$ cat src/rtl/lru_lookup_scheduler_if.sv
// Handshake bundle between the lookup scheduler, its requesters and the cache frontend.
// master = requester/cache side, slave = scheduler side.
interface lru_lookup_scheduler_if #(
  parameter int NUM_REQ    = 4,
  parameter int TAGS_WIDTH = 48,
  parameter int DATA_WIDTH = 512
);
  logic [NUM_REQ-1:0]            req_valid;
  logic [NUM_REQ*TAGS_WIDTH-1:0] req_addr;
  logic [NUM_REQ-1:0]            req_ready;
  logic [NUM_REQ-1:0]            rsp_valid;
  logic [NUM_REQ-1:0]            rsp_ready;
  logic [DATA_WIDTH-1:0]         rsp_data;
  logic                          rsp_err;
  logic                          cache_addr_valid;
  logic                          cache_addr_ready;
  logic [TAGS_WIDTH-1:0]         cache_addr_data;
  logic                          cache_data_valid;
  logic                          cache_data_ready;
  logic [DATA_WIDTH-1:0]         cache_data_data;

  modport master (
    output req_valid, req_addr, rsp_ready, cache_addr_ready, cache_data_valid, cache_data_data,
    input  req_ready, rsp_valid, rsp_data, rsp_err, cache_addr_valid, cache_addr_data, cache_data_ready
  );

  modport slave (
    input  req_valid, req_addr, rsp_ready, cache_addr_ready, cache_data_valid, cache_data_data,
    output req_ready, rsp_valid, rsp_data, rsp_err, cache_addr_valid, cache_addr_data, cache_data_ready
  );
endinterface

$ cat src/rtl/lru_lookup_scheduler.sv
// Round-robin scheduler sharing one cache lookup port between NUM_REQ requesters, one lookup in flight.
// Optional WAIT watchdog with DRAIN of the late beat: define LOOKUP_TIMEOUT_EN.
//
// state   | meaning
// IDLE    | waiting for a request; grants round-robin from rr_ptr
// ISSUE   | presenting latched address to the cache
// WAIT    | waiting for the cache line
// RESP    | presenting response to the granted requester
// DRAIN   | (timeout build) discarding the late cache beat of an aborted lookup
module lru_lookup_scheduler #(
  parameter int NUM_REQ        = 4,
  parameter int TAGS_WIDTH     = 48,
  parameter int DATA_WIDTH     = 512,
  parameter int TIMEOUT_CYCLES = 1024,
  localparam int ID_W          = $clog2(NUM_REQ)
) (
  input  logic                   clk,
  input  logic                   rstn,
  lru_lookup_scheduler_if.slave  bus,
  output logic                   busy,
  output logic [ID_W-1:0]        grant_id
);

  typedef enum logic [2:0] {
    S_IDLE  = 3'd0,
    S_ISSUE = 3'd1,
    S_WAIT  = 3'd2,
    S_RESP  = 3'd3
`ifdef LOOKUP_TIMEOUT_EN
    , S_DRAIN = 3'd4
`endif
  } state_t;

  state_t                 state, state_nxt;
  logic [ID_W-1:0]        rr_ptr;
  logic [ID_W-1:0]        gnt_idx;
  logic                   gnt_found;
  logic [TAGS_WIDTH-1:0]  addr_q;
  logic [DATA_WIDTH-1:0]  data_q;
  logic                   tmo_hit;
  logic                   err_resp;

  // search upward from rr_ptr, wrapping at NUM_REQ
  always_comb begin
    gnt_found = 1'b0;
    gnt_idx   = '0;
    for (int k = 0; k < NUM_REQ; k++) begin
      if (!gnt_found && bus.req_valid[(int'(rr_ptr) + k) % NUM_REQ]) begin
        gnt_found = 1'b1;
        gnt_idx   = ID_W'((int'(rr_ptr) + k) % NUM_REQ);
      end
    end
  end

`ifdef LOOKUP_TIMEOUT_EN
  localparam int TMO_W = $clog2(TIMEOUT_CYCLES + 1);
  logic [TMO_W-1:0] tmo_cnt;
  logic             err_q;

  // a beat arriving in the timeout cycle wins over the abort
  assign tmo_hit  = (state == S_WAIT) && !bus.cache_data_valid &&
                    (tmo_cnt == TMO_W'(TIMEOUT_CYCLES - 1));
  assign err_resp = err_q;

  always_ff @(posedge clk) begin
    if (!rstn) begin
      tmo_cnt <= '0;
      err_q   <= 1'b0;
    end else begin
      if (state == S_ISSUE && bus.cache_addr_ready)
        tmo_cnt <= '0;
      else if (state == S_WAIT && !bus.cache_data_valid)
        tmo_cnt <= tmo_cnt + 1'b1;
      if (state == S_WAIT && bus.cache_data_valid)
        err_q <= 1'b0;
      else if (tmo_hit)
        err_q <= 1'b1;
    end
  end
`else
  assign tmo_hit  = 1'b0;
  assign err_resp = 1'b0;
`endif

  assign bus.rsp_err         = err_resp;
  assign bus.rsp_data        = data_q;
  assign bus.cache_addr_data = addr_q;

  always_ff @(posedge clk) begin
    if (!rstn) state <= S_IDLE;
    else       state <= state_nxt;
  end

  always_comb begin
    state_nxt = state;
    case (state)
      S_IDLE:  if (gnt_found) state_nxt = S_ISSUE;
      S_ISSUE: if (bus.cache_addr_ready) state_nxt = S_WAIT;
      S_WAIT:  if (bus.cache_data_valid || tmo_hit) state_nxt = S_RESP;
      S_RESP: begin
        if (bus.rsp_ready[grant_id]) begin
`ifdef LOOKUP_TIMEOUT_EN
          state_nxt = err_resp ? S_DRAIN : S_IDLE;
`else
          state_nxt = S_IDLE;
`endif
        end
      end
`ifdef LOOKUP_TIMEOUT_EN
      S_DRAIN: if (bus.cache_data_valid) state_nxt = S_IDLE;
`endif
      default: state_nxt = S_IDLE;
    endcase
  end

  always_comb begin
    bus.req_ready        = '0;
    bus.rsp_valid        = '0;
    bus.cache_addr_valid = 1'b0;
    bus.cache_data_ready = 1'b0;
    busy                 = (state != S_IDLE);
    case (state)
      S_IDLE:  if (gnt_found) bus.req_ready[gnt_idx] = 1'b1;
      S_ISSUE: bus.cache_addr_valid = 1'b1;
      S_WAIT:  bus.cache_data_ready = 1'b1;
      S_RESP:  bus.rsp_valid[grant_id] = 1'b1;
`ifdef LOOKUP_TIMEOUT_EN
      S_DRAIN: bus.cache_data_ready = 1'b1;
`endif
      default: ;
    endcase
  end

  always_ff @(posedge clk) begin
    if (!rstn) begin
      rr_ptr   <= '0;
      grant_id <= '0;
      addr_q   <= '0;
      data_q   <= '0;
    end else begin
      if (state == S_IDLE && gnt_found) begin
        grant_id <= gnt_idx;
        addr_q   <= bus.req_addr[int'(gnt_idx)*TAGS_WIDTH +: TAGS_WIDTH];
      end
      if (state == S_WAIT && bus.cache_data_valid)
        data_q <= bus.cache_data_data;
      else if (tmo_hit)
        data_q <= '0;
      if (state == S_RESP && bus.rsp_ready[grant_id])
        rr_ptr <= (grant_id == ID_W'(NUM_REQ - 1)) ? '0 : grant_id + 1'b1;
    end
  end

endmodule

$ cat src/flat_wrapper.sv
// flat-port wrapper written by rule: the top's interface ports become plain ports
module lru_lookup_scheduler_flat 
#(
  parameter int NUM_REQ        = 4,
  parameter int TAGS_WIDTH     = 48,
  parameter int DATA_WIDTH     = 512,
  parameter int TIMEOUT_CYCLES = 1024,
  localparam int ID_W          = $clog2(NUM_REQ)
)
  (clk, rstn, busy, grant_id, bus_req_valid, bus_req_addr, bus_rsp_ready, bus_cache_addr_ready, bus_cache_data_valid, bus_cache_data_data, bus_req_ready, bus_rsp_valid, bus_rsp_data, bus_rsp_err, bus_cache_addr_valid, bus_cache_addr_data, bus_cache_data_ready);
  lru_lookup_scheduler_if #(.NUM_REQ(NUM_REQ), .TAGS_WIDTH(TAGS_WIDTH), .DATA_WIDTH(DATA_WIDTH)) bus_i ();
  input  logic clk;
  input  logic rstn;
  output logic busy;
  output logic [ID_W-1:0] grant_id;
  input wire logic [$bits(bus_i.req_valid)-1:0] bus_req_valid;
  input wire logic [$bits(bus_i.req_addr)-1:0] bus_req_addr;
  input wire logic [$bits(bus_i.rsp_ready)-1:0] bus_rsp_ready;
  input wire logic [$bits(bus_i.cache_addr_ready)-1:0] bus_cache_addr_ready;
  input wire logic [$bits(bus_i.cache_data_valid)-1:0] bus_cache_data_valid;
  input wire logic [$bits(bus_i.cache_data_data)-1:0] bus_cache_data_data;
  output wire logic [$bits(bus_i.req_ready)-1:0] bus_req_ready;
  output wire logic [$bits(bus_i.rsp_valid)-1:0] bus_rsp_valid;
  output wire logic [$bits(bus_i.rsp_data)-1:0] bus_rsp_data;
  output wire logic [$bits(bus_i.rsp_err)-1:0] bus_rsp_err;
  output wire logic [$bits(bus_i.cache_addr_valid)-1:0] bus_cache_addr_valid;
  output wire logic [$bits(bus_i.cache_addr_data)-1:0] bus_cache_addr_data;
  output wire logic [$bits(bus_i.cache_data_ready)-1:0] bus_cache_data_ready;
  assign bus_i.req_valid = bus_req_valid;
  assign bus_i.req_addr = bus_req_addr;
  assign bus_i.rsp_ready = bus_rsp_ready;
  assign bus_i.cache_addr_ready = bus_cache_addr_ready;
  assign bus_i.cache_data_valid = bus_cache_data_valid;
  assign bus_i.cache_data_data = bus_cache_data_data;
  assign bus_req_ready = bus_i.req_ready;
  assign bus_rsp_valid = bus_i.rsp_valid;
  assign bus_rsp_data = bus_i.rsp_data;
  assign bus_rsp_err = bus_i.rsp_err;
  assign bus_cache_addr_valid = bus_i.cache_addr_valid;
  assign bus_cache_addr_data = bus_i.cache_addr_data;
  assign bus_cache_data_ready = bus_i.cache_data_ready;
  lru_lookup_scheduler #(.NUM_REQ(NUM_REQ), .TAGS_WIDTH(TAGS_WIDTH), .DATA_WIDTH(DATA_WIDTH), .TIMEOUT_CYCLES(TIMEOUT_CYCLES)) u_core (.clk(clk), .rstn(rstn), .bus(bus_i), .busy(busy), .grant_id(grant_id));
endmodule
$ cat config.mk
export PLATFORM = sky130hd
export DESIGN_NAME = lru_lookup_scheduler_flat
export DESIGN_NICKNAME = d
export VERILOG_FILES = /design/src/rtl/lru_lookup_scheduler_if.sv /design/src/rtl/lru_lookup_scheduler.sv /design/src/flat_wrapper.sv
export SDC_FILE = /design/constraint.sdc
export NUM_CORES = 1
export LEC_CHECK = 0
export BUFFER_PORTS_ARGS = -buffer_cell sky130_fd_sc_hd__buf_4
export CAP_MARGIN = 20
export CELL_PAD_IN_SITES_DETAIL_PLACEMENT = 0
export CELL_PAD_IN_SITES_GLOBAL_PLACEMENT = 1
export CORE_AREA = 3 3 506 508
export DETAILED_ROUTE_END_ITERATION = 16
export DIE_AREA = 0 0 509 511
export PLACE_DENSITY_LB_ADDON = 0.1
export SKIP_LAST_GASP = 1
export SYNTH_ARGS = -nofsm -noshare
export SYNTH_HDL_FRONTEND = slang
export SYNTH_SLANG_ARGS = --single-unit
$ cat constraint.sdc
create_clock -name clk -period 6.15 [get_ports clk]
set_clock_uncertainty 0.2 [all_clocks]
set_input_delay 0.9225 -clock clk [delete_from_list [all_inputs] [get_ports clk]]
set_output_delay 0.9225 -clock clk [all_outputs]
set_load 0.01 [all_outputs]
# == Yosys cells after proc, flatten, opt, wreduce, memory -nomap -nowiden ==
# Index checks and enable logic that the tools add are counted.
# totals
word_cells,83
output_inout_bits,574
n_memories,0
ramBits,0
rom_bits,0
reg_bits,567
latchBits,0
input_bits,716
# classes
mul,1
shift,1
n_reduce_logical,17
div,0
mux,36
n_addsub,4
n_eq_ne,8
n_lt_le_gt_ge,8
bitwise,3
# ops
operator,n
192-bit by 32-bit variable part select with 48-bit output,1
1-bit 2-to-1 mux,16
"3-bit by 4-bit < comparator with 1-bit output, second input constant",3
3-bit 2-to-1 mux,4
4-bit 2-to-1 mux,3
3-bit one-hot mux with 4 select lines,1
1-bit binary-select mux with 2-bit select,5
2-bit 2-to-1 mux,5
"2-bit by 3-bit < comparator with 1-bit output, second input constant",3
1-bit logical AND,8
"3-bit by 2-bit equality test with 1-bit output, second input constant",2
2-bit OR reduction,3
"2-bit by 1-bit adder with 2-bit output, second input constant",2
"2-bit adder, second input constant",2
1-bit demux with 2-bit select,2
"2-bit by 1-bit greater-or-equal comparator with 1-bit output, second input constant",2
"2-bit by 2-bit multiplier with 4-bit output, second input constant",1
"2-bit by 1-bit inequality test with 1-bit output, second input constant",2
"2-bit inequality test, second input constant",2
4-bit AND reduction,1
"1-bit bitwise AND, first input constant",3
"3-bit by 1-bit equality test with 1-bit output, second input constant",1
1-bit zero test,3
3-bit zero test,1
other kinds (2),2

# == Logic depth before layout (Yosys ltp) ==
# depth
word_depth,20
depth_mapped,9
ltp_nobuf,7

# == Worst setup path before layout ==
# No wires, ideal clock.
# synth_path
path_kind,input -> output
from,in bus_req_valid[0]
to,out bus_req_ready[1]
required_time_ns,5.027
cell_stages,8
arrival_time_ns,2.330
path_slack_ns,2.698
path_buffers,3
path_cell_list,nor2b_1 > or4_4 > buf_6 > buf_6 > clkbuf_1 > nand2_1 > nand2_1 > nor2_1
# synth_via
elab_chain_len,18
elab_cells_between_ends,32
classes_between,order compare (2); mux (23); reduce/logical (7)
# synth_rtl
element,line_no,text
from (decl),flat_wrapper.sv:16,input wire logic [$bits(bus_i.req_valid)-1:0] bus_req_valid;
1-bit binary-select mux with 2-bit select,lru_lookup_scheduler.sv:48,if (!gnt_found && bus.req_valid[(int'(rr_ptr) + k) % NUM_REQ]) begin
1-bit 2-to-1 mux (not written as such),lru_lookup_scheduler.sv:48,
1-bit 2-to-1 mux,lru_lookup_scheduler.sv:48,
1-bit zero test,lru_lookup_scheduler.sv:48,
1-bit logical AND,lru_lookup_scheduler.sv:48,
1-bit 2-to-1 mux,lru_lookup_scheduler.sv:48,
1-bit zero test,lru_lookup_scheduler.sv:48,
1-bit logical AND,lru_lookup_scheduler.sv:48,
[2 not listed],--,
1-bit logical AND,lru_lookup_scheduler.sv:48,
2-bit 2-to-1 mux,lru_lookup_scheduler.sv:48,
2-bit by 3-bit < comparator with 1-bit output (not written as such) or 2-bit by 1-bit greater-or-equal comparator with 1-bit output (tied branches),lru_lookup_scheduler.sv:123,S_IDLE: if (gnt_found) bus.req_ready[gnt_idx] = 1'b1;
1-bit logical AND (not written as such),lru_lookup_scheduler.sv:123,
1-bit 2-to-1 mux (not written as such),lru_lookup_scheduler.sv:123,
1-bit demux with 2-bit select,--,
4-bit 2-to-1 mux *,lru_lookup_scheduler.sv:123,
4-bit 2-to-1 mux *,lru_lookup_scheduler.sv:122,case (state)
to (decl),flat_wrapper.sv:22,output wire logic [$bits(bus_i.req_ready)-1:0] bus_req_ready;
# Every way passes the cells marked *; elsewhere a longest branch is shown, timed or not. The select of a mux whose other input is x is not followed.

# == Final worst setup path ==
# layout_path
from,reg u_core.rr_ptr[0]
to,out bus_req_ready[2]
# layout_via
elab_chain_len,18
elab_cells_between_ends,35
classes_between,add/sub (3); order compare (2); mux (23); reduce/logical (7)
# layout_rtl
element,line_no,text
from (decl),lru_lookup_scheduler.sv:35,logic [ID_W-1:0] rr_ptr;
from (signal assigned),lru_lookup_scheduler.sv:150,rr_ptr <= (grant_id == ID_W'(NUM_REQ - 1)) ? '0 : grant_id + 1'b1;
2-bit by 1-bit adder with 2-bit output or 1-bit binary-select mux with 2-bit select (tied branches),"lru_lookup_scheduler.sv:48, lru_lookup_scheduler.sv:50",
1-bit binary-select mux with 2-bit select or 1-bit 2-to-1 mux (tied branches),lru_lookup_scheduler.sv:48,
1-bit 2-to-1 mux (not written as such),lru_lookup_scheduler.sv:48,
1-bit 2-to-1 mux (not written as such) or 1-bit zero test (tied branches),lru_lookup_scheduler.sv:48,
1-bit logical AND,lru_lookup_scheduler.sv:48,
1-bit 2-to-1 mux,lru_lookup_scheduler.sv:48,
1-bit zero test,lru_lookup_scheduler.sv:48,
1-bit logical AND,lru_lookup_scheduler.sv:48,
[2 not listed],--,
1-bit logical AND,lru_lookup_scheduler.sv:48,
2-bit 2-to-1 mux,lru_lookup_scheduler.sv:48,
2-bit by 3-bit < comparator with 1-bit output (not written as such) or 2-bit by 1-bit greater-or-equal comparator with 1-bit output (tied branches),lru_lookup_scheduler.sv:123,
1-bit logical AND (not written as such),lru_lookup_scheduler.sv:123,
1-bit 2-to-1 mux (not written as such),lru_lookup_scheduler.sv:123,
1-bit demux with 2-bit select,--,
4-bit 2-to-1 mux *,lru_lookup_scheduler.sv:123,
4-bit 2-to-1 mux *,lru_lookup_scheduler.sv:122,
# Marks and branches as above.

==> flow_summary.json <==
{
  "vias_per_cell": 3.31,
  "yosys_register_bits": 566,
  "crit_end": "bus_req_ready[2]",
  "cp_num_buf_inv": 1,
  "hold_class": "input port to flop",
  "htreeDepth": 3,
  "cpLargestDelayFamily": "simple AND/OR/NAND/NOR gates",
  "io_pins": 1290,
  "max_stage_delay_ps": 730,
  "synth_top_family_by_area": "simple AND/OR/NAND/NOR gates",
  "worstSetupStartpointType": "flop",
  "yosysWarnings": 0,
  "r2r_cells": 6,
  "synth_commonest_cells": "nand2_1, dfxtp_1, a21oi_1, clkbuf_1, and3_1",
  "grt_pass1_wl_um": 237000,
  "cts_made_buffers": 91,
  "track_usage_pct": 13.2,
  "yosys.area_share.adder_pct": 0.456,
  "critPathLaunch": "u_core.rr_ptr[0]",
  "cts_tree": "yes",
  "netlist_instances": 2842,
  "setup_viol": 0,
  "numPortBuffers": 1288,
  "synth_nets": 3566,
  "crit_slowest_cell": "or4b_4",
  "synth.distinct_cells": 37,
  "grt_pass1_vias": 25300,
  "p_per_area_nw_per_um2": 335,
  "r2r_slack_ps": 3000,
  "ant_nets": 0,
  "grt_antenna_before_repair": 68,
  "syn_area_um2": 21900,
  "synth-xor-area-share_pct": 0,
  "fmax_mhz": 252,
  "synth_area_leaders": "dfxtp_1, nand2_1, a21oi_1",
  "whs_ps": 239,
  "maxSlewHeadroom_pct": 22.3,
  "final_nets": 4739,
  "postCtsHoldBufs": 0,
  "initial_utilization_pct": 8.72,
  "power.net_switching_mw": 4.29,
  "grt-ovfl-total": 0,
  "rr_startpoint": "u_core.rr_ptr[0]",
  "internal_power_mw": 8.56,
  "drtIter0Drc": 1154,
  "synthMostInstantiatedCell": "nand2_1",
  "gp_congestion": 0.753,
  "power_leakage_nw": 15.5,
  "max_cap_violations": 0,
  "grt_max_degree": 158,
  "cts_resized": 0,
  "swShare_pct": 33.4,
  "async_reset_ff_share_pct": 0,
  "cp_cell_sequence": "nor2b_1 > or4b_4 > nand2_1 > nor3_1 > buf_4",
  "synth.yosys.seq_area_share_pct": 51.6,
  "synth_edf_count": 0,
  "pwr-share-clk_pct": 42.3,
  "die_height_um": 511,
  "outcome": "finished clean",
  "cts.sinks": 566,
  "yosys.area_share.simple_pct": 23.8,
  "worst_slew_pin_slew_ps": 1160,
  "power_frac_seq_pct": 34.0,
  "die_w_um": 509,
  "cp.depth": 5,
  "rsz0062_at_grt": "no",
  "yosys.area.top_type": "dfxtp_1",
  "wl_per_cell_um": 24.2,
  "wirelength_um": 181000,
  "via_count": 24700,
  "required_ps": 5030,
  "drive_gt1_share_pct": 36.1,
  "fin_crit_sh_pct": 64.5,
  "drv_slew": 0,
  "critPathCaptureType": "output port",
  "crit_path_max_fanout": 94,
  "p_comb_share_pct": 23.7,
  "die_area_um2": 260000,
  "row_count": 184,
  "core_area_um2": 252000,
  "peakVddDrop_mv": 0.182,
  "tns_ps": 0,
  "clk_pin_slew_ps": 60,
  "postCtsSetupBuffers": 0,
  "crit_type": "flop to output port",
  "root_buffer": "clkbuf_16",
  "critical_path_arrival_ps": 2850,
  "muxShareOfSynthArea_pct": 0.331,
  "clockBufferDepth": 3,
  "synth_compound_area_share_pct": 19.2,
  "syn_to_final_growth_pct": 74.8,
  "hold_viol": 0,
  "dpl.hpwl_um": 139000,
  "route.detailed.drc": 0,
  "avgSynthCellArea_um2": 7.72,
  "drt_first_pass_iters": 4,
  "r2r-end": "u_core.bus.cache_addr_data[31]",
  "synth_top_area_share_pct": 51.6,
  "ys.flop_type": "dfxtp_1",
  "clk-insertion-delay-late_ps": 710,
  "period_needed_ps": 3970
}
sequential cells by signal, indices dropped and copies added (netlist names):
signal                      flops
u_core.bus.rsp_data           512
u_core.bus.cache_addr_data     48
u_core.grant_id                 2
u_core.rr_ptr                   2
u_core.state                    2
cells in the final DEF (no fill, tap or decap), drive strengths merged, types with 3 or more instances in the layout:
cell	netlist	final
ha	8	8
mux2i	5	5
nor2	11	11
and3	141	141
nand3	3	3
o32ai	47	47
clkinv	0	19
diode	0	7
clkbuf	213	143
buf	31	1324
bufinv	0	4
and2	53	53
inv	9	12
nand2	1031	1031
dfxtp	566	566
a21oi	562	562
nor3	3	3
o21ai	48	48
a21boi	94	94
nor2b	4	4
cell families after synthesis:
family / after synthesis
AO/OA/AOI/OAI: 756
adder cells (fa/ha/maj): 8
buffers and inverters: 253
flip-flops: 566
multiplexers: 6
other: 1
AND/OR/NAND/NOR: 1252
worst min-delay path, stage by stage:
cell     delay [ps]
buf_4           110
nand2_1          40
a21oi_1          50
cell type report:
cell class	count	area [um2]
Fill cell	28900	213000
Sequential cell	566	11300
Timing Repair Buffer	1324	10100
Multi-Input combinational cell	2023	9650
Tap cell	3348	4190
Clock buffer	143	2730
Clock inverter	27	323
Inverter	9	41.3
Antenna cell	7	17.5
power groups by stage:
| stage | clock (mW) | sequential (mW) | combinational [mW] |
|---|---|---|---|
| global route | 5.86 | 4.43 | 3.37 |
| CTS | 5.78 | 4.38 | 3.18 |
| finish | 5.44 | 4.37 | 3.04 |
| floorplan | 0 | 4.59 | 1.04 |
| global placement | 0 | 4.44 | 3.18 |
| detailed placement | 0 | 4.45 | 3.18 |
worst min path at each step:
stage                        startpoint                  endpoint  depth (start not counted)
2_1_floorplan          u_core.rr_ptr[0]          u_core.rr_ptr[0]                          2
3_3_place_gp   u_core.bus.rsp_data[125]  u_core.bus.rsp_data[125]                          2
3_5_place_dp    u_core.bus.rsp_data[61]   u_core.bus.rsp_data[61]                          2
4_1_cts        bus_cache_data_data[266]  u_core.bus.rsp_data[266]                          3
5_1_grt        bus_cache_data_data[319]  u_core.bus.rsp_data[319]                          3
6_report       bus_cache_data_data[320]  u_core.bus.rsp_data[320]                          3
metal layers:
| layer | global-route usage, % | vias to the layer above | part of all wire (%) |
|---|---|---|---|
| met5 | 0 | - | 0.076 |
| met4 | 2.71 | 22 | 1.8 |
| met3 | 7.25 | 238 | 12 |
| met2 | 23.2 | 1022 | 49 |
| met1 | 13.7 | 11600 | 37 |
| li1 | - | 11800 | - |
per-stage QoR:
stage / total power [mW] / setup slack [ps] / instances / utilization [%] / area, um2
finish: 12.9 / 2180 / 7447 / 15.2 / 38400
global route: 13.7 / 1940 / 7443 / 15.2 / 38300
CTS: 13.3 / 2000 / 7439 / 15.2 / 38300
detailed placement: 7.63 / 2200 / 7269 / 14.0 / 35300
global placement: 7.63 / 2220 / 7269 / 14.0 / 35300
floorplan: 5.62 / 2700 / 2842 / - / 21900
Power figures use the tool's default switching activity.
